==> config.mk <==
export PLATFORM = sky130hd
export DESIGN_NAME = sd_spi_responder
export DESIGN_NICKNAME = d
export VERILOG_FILES = /design/src/rtl/sd_spi_responder.sv
export SDC_FILE = /design/constraint.sdc
export NUM_CORES = 1
export LEC_CHECK = 0
export CAP_MARGIN = 20
export CORE_MARGIN = 4
export CORE_UTILIZATION = 40
export CTS_CLUSTER_SIZE = 30
export DETAILED_ROUTE_END_ITERATION = 16
export PLACE_DENSITY_LB_ADDON = 0.3
export SYNTH_ARGS = -nofsm -noshare
export SYNTH_HDL_FRONTEND = slang
export SYNTH_SLANG_ARGS = --single-unit
==> constraint.sdc <==
create_clock -name CLOCK50 -period 1.9 [get_ports CLOCK50]
set_clock_uncertainty 0.15 [all_clocks]
set_input_delay 0.38 -clock CLOCK50 [delete_from_list [all_inputs] [get_ports CLOCK50]]
set_output_delay 0.38 -clock CLOCK50 [all_outputs]
set_load 0.01 [all_outputs]
==> src/rtl/sd_spi_responder.sv <==
// SPI-mode SD card command responder: parses 6-byte command frames and answers R1 (plus OCR for CMD58).
// Define SD_RESP_CRC_EN to check the CRC7 of each frame; otherwise the CRC byte is ignored.
module sd_spi_responder (
    input  logic        CLOCK50,
    input  logic        RESET,
    input  logic        SCLK,
    input  logic        CS,
    input  logic        MOSI,
    output logic        MISO,
    output logic        CMD_STB,
    output logic [5:0]  CMD_IDX,
    output logic [31:0] CMD_ARG,
    output logic        IN_IDLE
);

    // state   | meaning
    // HUNT    | waiting for a byte starting with 01 (command start)
    // CMD     | collecting 4 argument bytes then the CRC byte
    // GAP     | one 0xFF byte on MISO before the response
    // RESP    | R1 byte on MISO
    // PAYLOAD | 4 OCR bytes on MISO (CMD58 only)
    typedef enum logic [2:0] {HUNT, CMD, GAP, RESP, PAYLOAD} state_t;

    state_t      state, state_nxt;
    logic [1:0]  sclk_sync, cs_sync, mosi_sync;
    logic        sclk_prev;
    logic        sclk_rise, sclk_fall, cs_high, mosi_bit;
    logic [2:0]  bit_cnt, byte_cnt;
    logic [7:0]  rx_sr, rx_byte, tx_sr, tx_load, r1_q, r1_new;
    logic        byte_done, frame_done;
    logic [5:0]  idx_q;
    logic [31:0] arg_sr;
    logic        app_flag, is_cmd58;
    logic        idle_new, app_new, illegal, crc_ok, miso_q;

    always_ff @(posedge CLOCK50) begin
        if (RESET) begin
            sclk_sync <= 2'b00;
            cs_sync   <= 2'b11;
            mosi_sync <= 2'b11;
            sclk_prev <= 1'b0;
        end else begin
            sclk_sync <= {sclk_sync[0], SCLK};
            cs_sync   <= {cs_sync[0], CS};
            mosi_sync <= {mosi_sync[0], MOSI};
            sclk_prev <= sclk_sync[1];
        end
    end

    assign sclk_rise = sclk_sync[1] & ~sclk_prev;
    assign sclk_fall = ~sclk_sync[1] & sclk_prev;
    assign cs_high   = cs_sync[1];
    assign mosi_bit  = mosi_sync[1];
    assign rx_byte   = {rx_sr[6:0], mosi_bit};
    assign byte_done = sclk_rise & ~cs_high & (bit_cnt == 3'd7);

    always_ff @(posedge CLOCK50) begin
        if (RESET || cs_high) begin
            bit_cnt <= 3'd0;
        end else if (sclk_rise) begin
            bit_cnt <= bit_cnt + 3'd1;
        end
        if (RESET) begin
            rx_sr <= 8'h00;
        end else if (sclk_rise) begin
            rx_sr <= rx_byte;
        end
    end

    always_ff @(posedge CLOCK50) begin
        if (RESET) begin
            state <= HUNT;
        end else begin
            state <= state_nxt;
        end
    end

    // CS high overrides everything, including a CRC byte completing in the same cycle
    always_comb begin
        state_nxt  = state;
        frame_done = 1'b0;
        tx_load    = 8'hFF;
        if (cs_high) begin
            state_nxt = HUNT;
        end else if (byte_done) begin
            case (state)
                HUNT: begin
                    if (rx_byte[7:6] == 2'b01) state_nxt = CMD;
                end
                CMD: begin
                    if (byte_cnt == 3'd4) begin
                        state_nxt  = GAP;
                        frame_done = 1'b1;
                    end
                end
                GAP: begin
                    state_nxt = RESP;
                    tx_load   = r1_q;
                end
                RESP: begin
                    if (is_cmd58) begin
                        state_nxt = PAYLOAD;
                        tx_load   = 8'h00;
                    end else begin
                        state_nxt = HUNT;
                    end
                end
                PAYLOAD: begin
                    case (byte_cnt)
                        3'd0:    tx_load = 8'hFF;
                        3'd1:    tx_load = 8'h80;
                        3'd2:    tx_load = 8'h00;
                        default: tx_load = 8'hFF;
                    endcase
                    if (byte_cnt == 3'd3) state_nxt = HUNT;
                end
                default: state_nxt = HUNT;
            endcase
        end
    end

    always_ff @(posedge CLOCK50) begin
        if (RESET || cs_high || (state_nxt != state)) begin
            byte_cnt <= 3'd0;
        end else if (byte_done) begin
            byte_cnt <= byte_cnt + 3'd1;
        end
    end

`ifdef SD_RESP_CRC_EN
    function automatic logic [6:0] crc7_calc(input logic [39:0] data);
        logic [6:0] crc;
        logic       fb;
        crc = 7'd0;
        for (int i = 39; i >= 0; i--) begin
            fb  = data[i] ^ crc[6];
            crc = {crc[5:0], 1'b0} ^ (fb ? 7'h09 : 7'h00);
        end
        return crc;
    endfunction

    assign crc_ok = (crc7_calc({2'b01, idx_q, arg_sr}) == rx_byte[7:1]);
`else
    assign crc_ok = 1'b1;
`endif

    always_comb begin
        idle_new = IN_IDLE;
        app_new  = 1'b0;
        illegal  = 1'b0;
        case (idx_q)
            6'd0:  idle_new = 1'b1;
            6'd55: app_new  = 1'b1;
            6'd41: begin
                if (app_flag) idle_new = 1'b0;
                else          illegal  = 1'b1;
            end
            6'd58: ;
            default: illegal = 1'b1;
        endcase
        // A corrupted frame is reported but not executed
        if (!crc_ok) begin
            idle_new = IN_IDLE;
            app_new  = app_flag;
        end
        r1_new = {4'b0000, ~crc_ok, illegal, 1'b0, idle_new};
    end

    always_ff @(posedge CLOCK50) begin
        if (RESET) begin
            idx_q    <= 6'd0;
            arg_sr   <= 32'd0;
            CMD_STB  <= 1'b0;
            CMD_IDX  <= 6'd0;
            CMD_ARG  <= 32'd0;
            IN_IDLE  <= 1'b1;
            app_flag <= 1'b0;
            r1_q     <= 8'hFF;
            is_cmd58 <= 1'b0;
        end else begin
            CMD_STB <= frame_done;
            if (state == HUNT && state_nxt == CMD) begin
                idx_q <= rx_byte[5:0];
            end
            if (state == CMD && byte_done && byte_cnt < 3'd4) begin
                arg_sr <= {arg_sr[23:0], rx_byte};
            end
            if (frame_done) begin
                CMD_IDX  <= idx_q;
                CMD_ARG  <= arg_sr;
                IN_IDLE  <= idle_new;
                app_flag <= app_new;
                r1_q     <= r1_new;
                is_cmd58 <= crc_ok && (idx_q == 6'd58);
            end
        end
    end

    always_ff @(posedge CLOCK50) begin
        if (RESET) begin
            tx_sr  <= 8'hFF;
            miso_q <= 1'b1;
        end else begin
            if (byte_done) begin
                tx_sr <= tx_load;
            end else if (sclk_fall) begin
                tx_sr <= {tx_sr[6:0], 1'b1};
            end
            if (cs_high || !(state == GAP || state == RESP || state == PAYLOAD)) begin
                miso_q <= 1'b1;
            end else if (sclk_fall) begin
                miso_q <= tx_sr[7];
            end
        end
    end

    assign MISO = miso_q;

endmodule

# [After elaboration in Yosys (flattened, before gate mapping)]
# Index checks and enable logic that the tools add are counted.
[totals] output_inout_bits=41 wordCells=80 regBits=120 in_bits=5
[op_classes] eq_ne=15 add_sub_neg=2 reduce_logical=14 magnitude_cmp=1 muxes=22 bitwise_logic=7
[ops] cell="two-way mux 8 bit" count=4
[ops] cell="case mux 8 bit (3 select lines)" count=1
[ops] cell="equality test 6 bit, second input constant" count=3
[ops] cell="two-way mux 3 bit" count=6
[ops] cell="case mux 8 bit (2 select lines)" count=1
[ops] cell="case mux 3 bit (5 select lines)" count=1
[ops] cell="equality test 3 x 2 -> 1 bit, second input constant" count=4
[ops] cell="equality test 3 x 1 -> 1 bit, second input constant" count=3
[ops] cell="equality test 3 bit, second input constant" count=3
[ops] cell="two-way mux 1 bit" count=7
[ops] cell="adder 3 x 1 -> 3 bit, second input constant" count=2
[ops] cell="logical NOT 6 bit" count=1
[ops] cell="logical OR 1 bit" count=5
[ops] cell="AND 1 bit" count=4
[ops] cell="case mux 1 bit (2 select lines)" count=2
[ops] cell="logical AND 1 bit" count=3
[ops] cell="logical NOT 3 bit" count=1
[ops] cell="less-than comparator 3 bit, second input constant" count=1
[ops] cell="inequality test 3 bit" count=1
[ops] cell="NOT 1 bit" count=3
[ops] cell="OR reduction 3 bit" count=1
[ops] cell="equality test 2 x 1 -> 1 bit, second input constant" count=1
[ops] cell="nonzero test 2 bit" count=1
[ops] cell="OR reduction 2 bit" count=1
[ops] cell="logical NOT 1 bit" count=1

# [Longest topological paths before layout]
[logic_depth] word_depth=8 mapped_depth=9 ltp_nobuf=6

# [Least setup slack after synthesis]
# OpenSTA, ideal clock, no wires.
[synth_timing] path_kind="reg2reg" startpoint="register bit_cnt[0]" endpoint="register arg_sr[0]" t_arrival_ns=1.752 path_buffers=3 synth_period_minus_slack_ns=2.035 slack_ns=-0.135 t_required_ns=1.618 setup_time_ns=0.132 path_stages_with_launch=10 path_cell_list="dfxtp_1 > ha_1 > ha_1 > nand4bb_1 > buf_4 > or4_1 > buf_2 > buf_6 > nand2_1 > a21oi_1"
[synth_via] elab_chain_cells=4
[synth_rtl] item="from (decl)" line="28" rtl="logic [2:0] bit_cnt, byte_cnt;"
[synth_rtl] item="from (signal assigned)" line="61" rtl="bit_cnt <= bit_cnt + 3'd1;"
[synth_rtl] item="equality test 3 bit" line="55" rtl="assign byte_done = sclk_rise & ~cs_high & (bit_cnt == 3'd7);"
[synth_rtl] item="AND 1 bit" line="55"
[synth_rtl] item="logical AND 1 bit (2 in a row)" line="185" rtl="if (state == CMD && byte_done && byte_cnt < 3'd4) begin"
[synth_rtl] item="to (signal assigned)" line="186" rtl="arg_sr <= {arg_sr[23:0], rx_byte};"
[synth_rtl] item="to (decl)" line="32" rtl="logic [31:0] arg_sr;"
# Every way passes these cells.
# A chain may end at the register's enable or synchronous reset.

# [Final worst setup path]
[layout_timing] startpoint="register bit_cnt[0]" endpoint="register arg_sr[9]"
# Same word-level chain as after synthesis.

==> impl_metrics.json <==
{
  "rows": 38,
  "setup_viol": 86,
  "hold_violations": 0,
  "p_sw_uw": 1139,
  "h-tree-depth": 4,
  "max_freq_mhz": 497.1,
  "p_clk_frac": 0.566,
  "setup_tns_ns": -4.446,
  "critPathKind": "reg2reg",
  "pwr-share-comb": 0.017,
  "syn_area_per_cell_um2": 8.282,
  "cts_tree": "done",
  "fin_crit_sh": 1.059,
  "leakage_uw": 0.002373,
  "crit_path_start_kind": "flop",
  "gp_congestion": 0.8205,
  "die_w_um": 113.1,
  "port-buffer-count": 45,
  "violations": "negative setup slack",
  "clk_latency_ns": 0.52,
  "max_cap_viol_count": 0,
  "period_minus_slack_ns": 2.012,
  "path_common_cell": "ha_4",
  "synthCells": 533,
  "synth_fp_nets": 545,
  "area_growth_pct": 51.53,
  "initial_core_util": 0.4072,
  "first_pass_iters": 4,
  "die_area_um2": 12780,
  "synth-seq-area-share": 0.5170,
  "nets": 615,
  "final_common_cell": "nand2_1",
  "cts_root_buf": "clkbuf_8",
  "hpwl_mm": 6.670,
  "critical_path_required_ns": 2.13,
  "drtIter0Drc": 172,
  "dr_total_vias": 3909,
  "post-place-ws_ns": -0.3462,
  "cp_max_fo": 7,
  "slew_viol_final": 0,
  "swShare": 0.1966,
  "worst_pin_slew_ns": 0.6091,
  "final_cell_mix": "113 x nand2_1, 107 x dfxtp_1, 59 x a21oi_2",
  "grt.overflow.total": 0,
  "cp_top_family": "simple AND/OR/NAND/NOR gates",
  "whs_ns": 0.1868,
  "die_y_um": 113.1,
  "ant_nets": 0,
  "synth_warnings": 0,
  "path_buf_inv": 1,
  "ios": 46,
  "synth_cell_type_count": 48,
  "power.internal_uw": 4652,
  "seq_power_share": 0.417,
  "drc": 0,
  "first_global_vias": 3573,
  "ys.flop_type": "dfxtp_1",
  "vias_per_cell": 5.177,
  "max_slew_margin": 0.5931,
  "status": "finished, violations left",
  "rsz0062_at_grt": "true",
  "endpoint_kind": "flop",
  "drt-total-wl_mm": 11.64,
  "max_stage_delay_ns": 0.56,
  "p_per_area_nw_per_um2": 865.7,
  "cts_made_buffers": 17,
  "synthArstFlopShare": 0,
  "drive_gt1_frac": 0.3772,
  "antenna_found_initial": 0,
  "wire_per_inst_um": 15.42,
  "clock_sinks": 114,
  "cp.arrival_ns": 2.24,
  "synth_area_um2": 4414,
  "cts_hold_buf": 0,
  "vdd_drop_max_mv": 0.8384,
  "diodes": 0,
  "synth_edf_count": 0,
  "hp-class": "in2reg",
  "clk_pin_slew_ns": 0.06,
  "grt_first_pass_wirelength_mm": 16.97,
  "core_area_um2": 10840,
  "crit_chain": "ha_4 -> ha_4 -> nand4bb_4 -> or4_4 -> clkbuf_16 -> nand2_2 -> a21oi_1",
  "clockBufferDepth": 2,
  "setup_ws_ns": -0.1117,
  "synth-seq-cells": 114,
  "grt_usage": 0.1639,
  "grt_start_max_net_pins": 79,
  "slowest_stage": "or4_4"
}
-- worst register-to-register path, cell delays in order (launching register included) --
cell and delay [ns]:
dfxtp_2 0.36, ha_4 0.15, ha_4 0.15, nand4bb_4 0.16
or4_4 0.57, clkbuf_16 0.22, nand2_2 0.06, a21oi_1 0.06
-- power by group through the flow --
stage / Combinational, µW / Sequential (µW) / Clock, µW
floorplan: 55.1 / 2460 / 0
global placement: 82.6 / 2460 / 0
detailed placement: 84.4 / 2460 / 0
CTS: 86.7 / 2410 / 3310
global route: 108 / 2410 / 3420
finish: 98.5 / 2410 / 3280
-- worst paths after layout --
| kind | depth (start not counted) | endpoint | startpoint | slack, ns |
|---|---|---|---|---|
| worst max register to register | 7 | arg_sr[9] | bit_cnt[0] | -0.11 |
| worst max-delay path | 7 | arg_sr[9] | bit_cnt[0] | -0.11 |
| worst min-delay path | 2 | idx_q[1] | RESET | 0.19 |
| worst min register to register | 1 | cs_sync[1] | cs_sync[0] | 0.26 |
-- routing by layer --
layer,track usage,wire (µm),vias to the layer above
li1,-,-,1927
met1,0.2021,5100,1886
met2,0.2717,6003,85
met3,0.05134,425,11
met4,0.05609,112,0
met5,0,0,-
-- registers in the layout (all words and copies together) (netlist names), 3 cells and up, named ones only --
register	cells
idx_q	6
state	3
CMD_IDX	6
tx_sr	8
rx_sr	7
bit_cnt	3
arg_sr	32
byte_cnt	3
CMD_ARG	32
-- kinds of logic (layout without fill, tap and decap cells) --
family	count (synthesis)	in the layout	share of synthesized area
adders and majority gates	7	7	0.01984
DFF	114	114	0.5170
buffers and inverters	43	125	0.04875
and+or+nand+nor	245	245	0.2514
muxes	6	6	0.01361
AOI/OAI and AO/OA	116	116	0.1454
xor gates and xnor gates	2	2	0.003969
-- cell type report --
type / instances / area, µm²
clock buffer: 21 / 459.2
clock inverter: 10 / 156.4
fill: 865 / 4151
inverter: 6 / 22.52
multi-input combinational: 376 / 2628
sequential: 114 / 2291
tap: 140 / 175.2
timing repair buffer: 88 / 957.2
-- cell usage after synthesis, types with 3 or more instances --
cell type | number | area share
buf_4 | 4 | 0.0068
nor3b_1 | 3 | 0.0051
inv_1 | 6 | 0.0051
buf_6 | 4 | 0.010
mux2i_1 | 6 | 0.014
ha_1 | 7 | 0.020
a21o_1 | 3 | 0.0051
nand2_1 | 182 | 0.15
a211oi_1 | 4 | 0.0068
clkbuf_1 | 21 | 0.018
nand2b_1 | 7 | 0.0099
a21oi_1 | 89 | 0.10
nor2_1 | 17 | 0.014
o21ai_0 | 3 | 0.0034
a31oi_1 | 6 | 0.0085
dfxtp_1 | 114 | 0.52
nor2b_1 | 7 | 0.0099
nand4_1 | 3 | 0.0043
buf_2 | 7 | 0.0079
or2_2 | 6 | 0.0085
-- timing repair --
action	in CTS	in global routing
resized for setup	65	190
pin swaps	7	71
cloned	1	9
setup endpoints to repair	133	90
buffers inserted	3	1
-- per-stage QoR --
| step | total power (µW) | cell area [µm²] | instances | utilization |
|---|---|---|---|---|
| after global placement | 2545 | 5137 | 710 | 0.4739 |
| after detailed placement | 2547 | 5137 | 710 | 0.4739 |
| after global routing | 5943 | 6689 | 755 | 0.6170 |
| after CTS | 5813 | 5839 | 745 | 0.5387 |
| after floorplan | 2517 | 4456 | 533 | - |
| final | 5791 | 6689 | 755 | 0.6170 |
No activity file was read; power rests on OpenSTA's default activity.
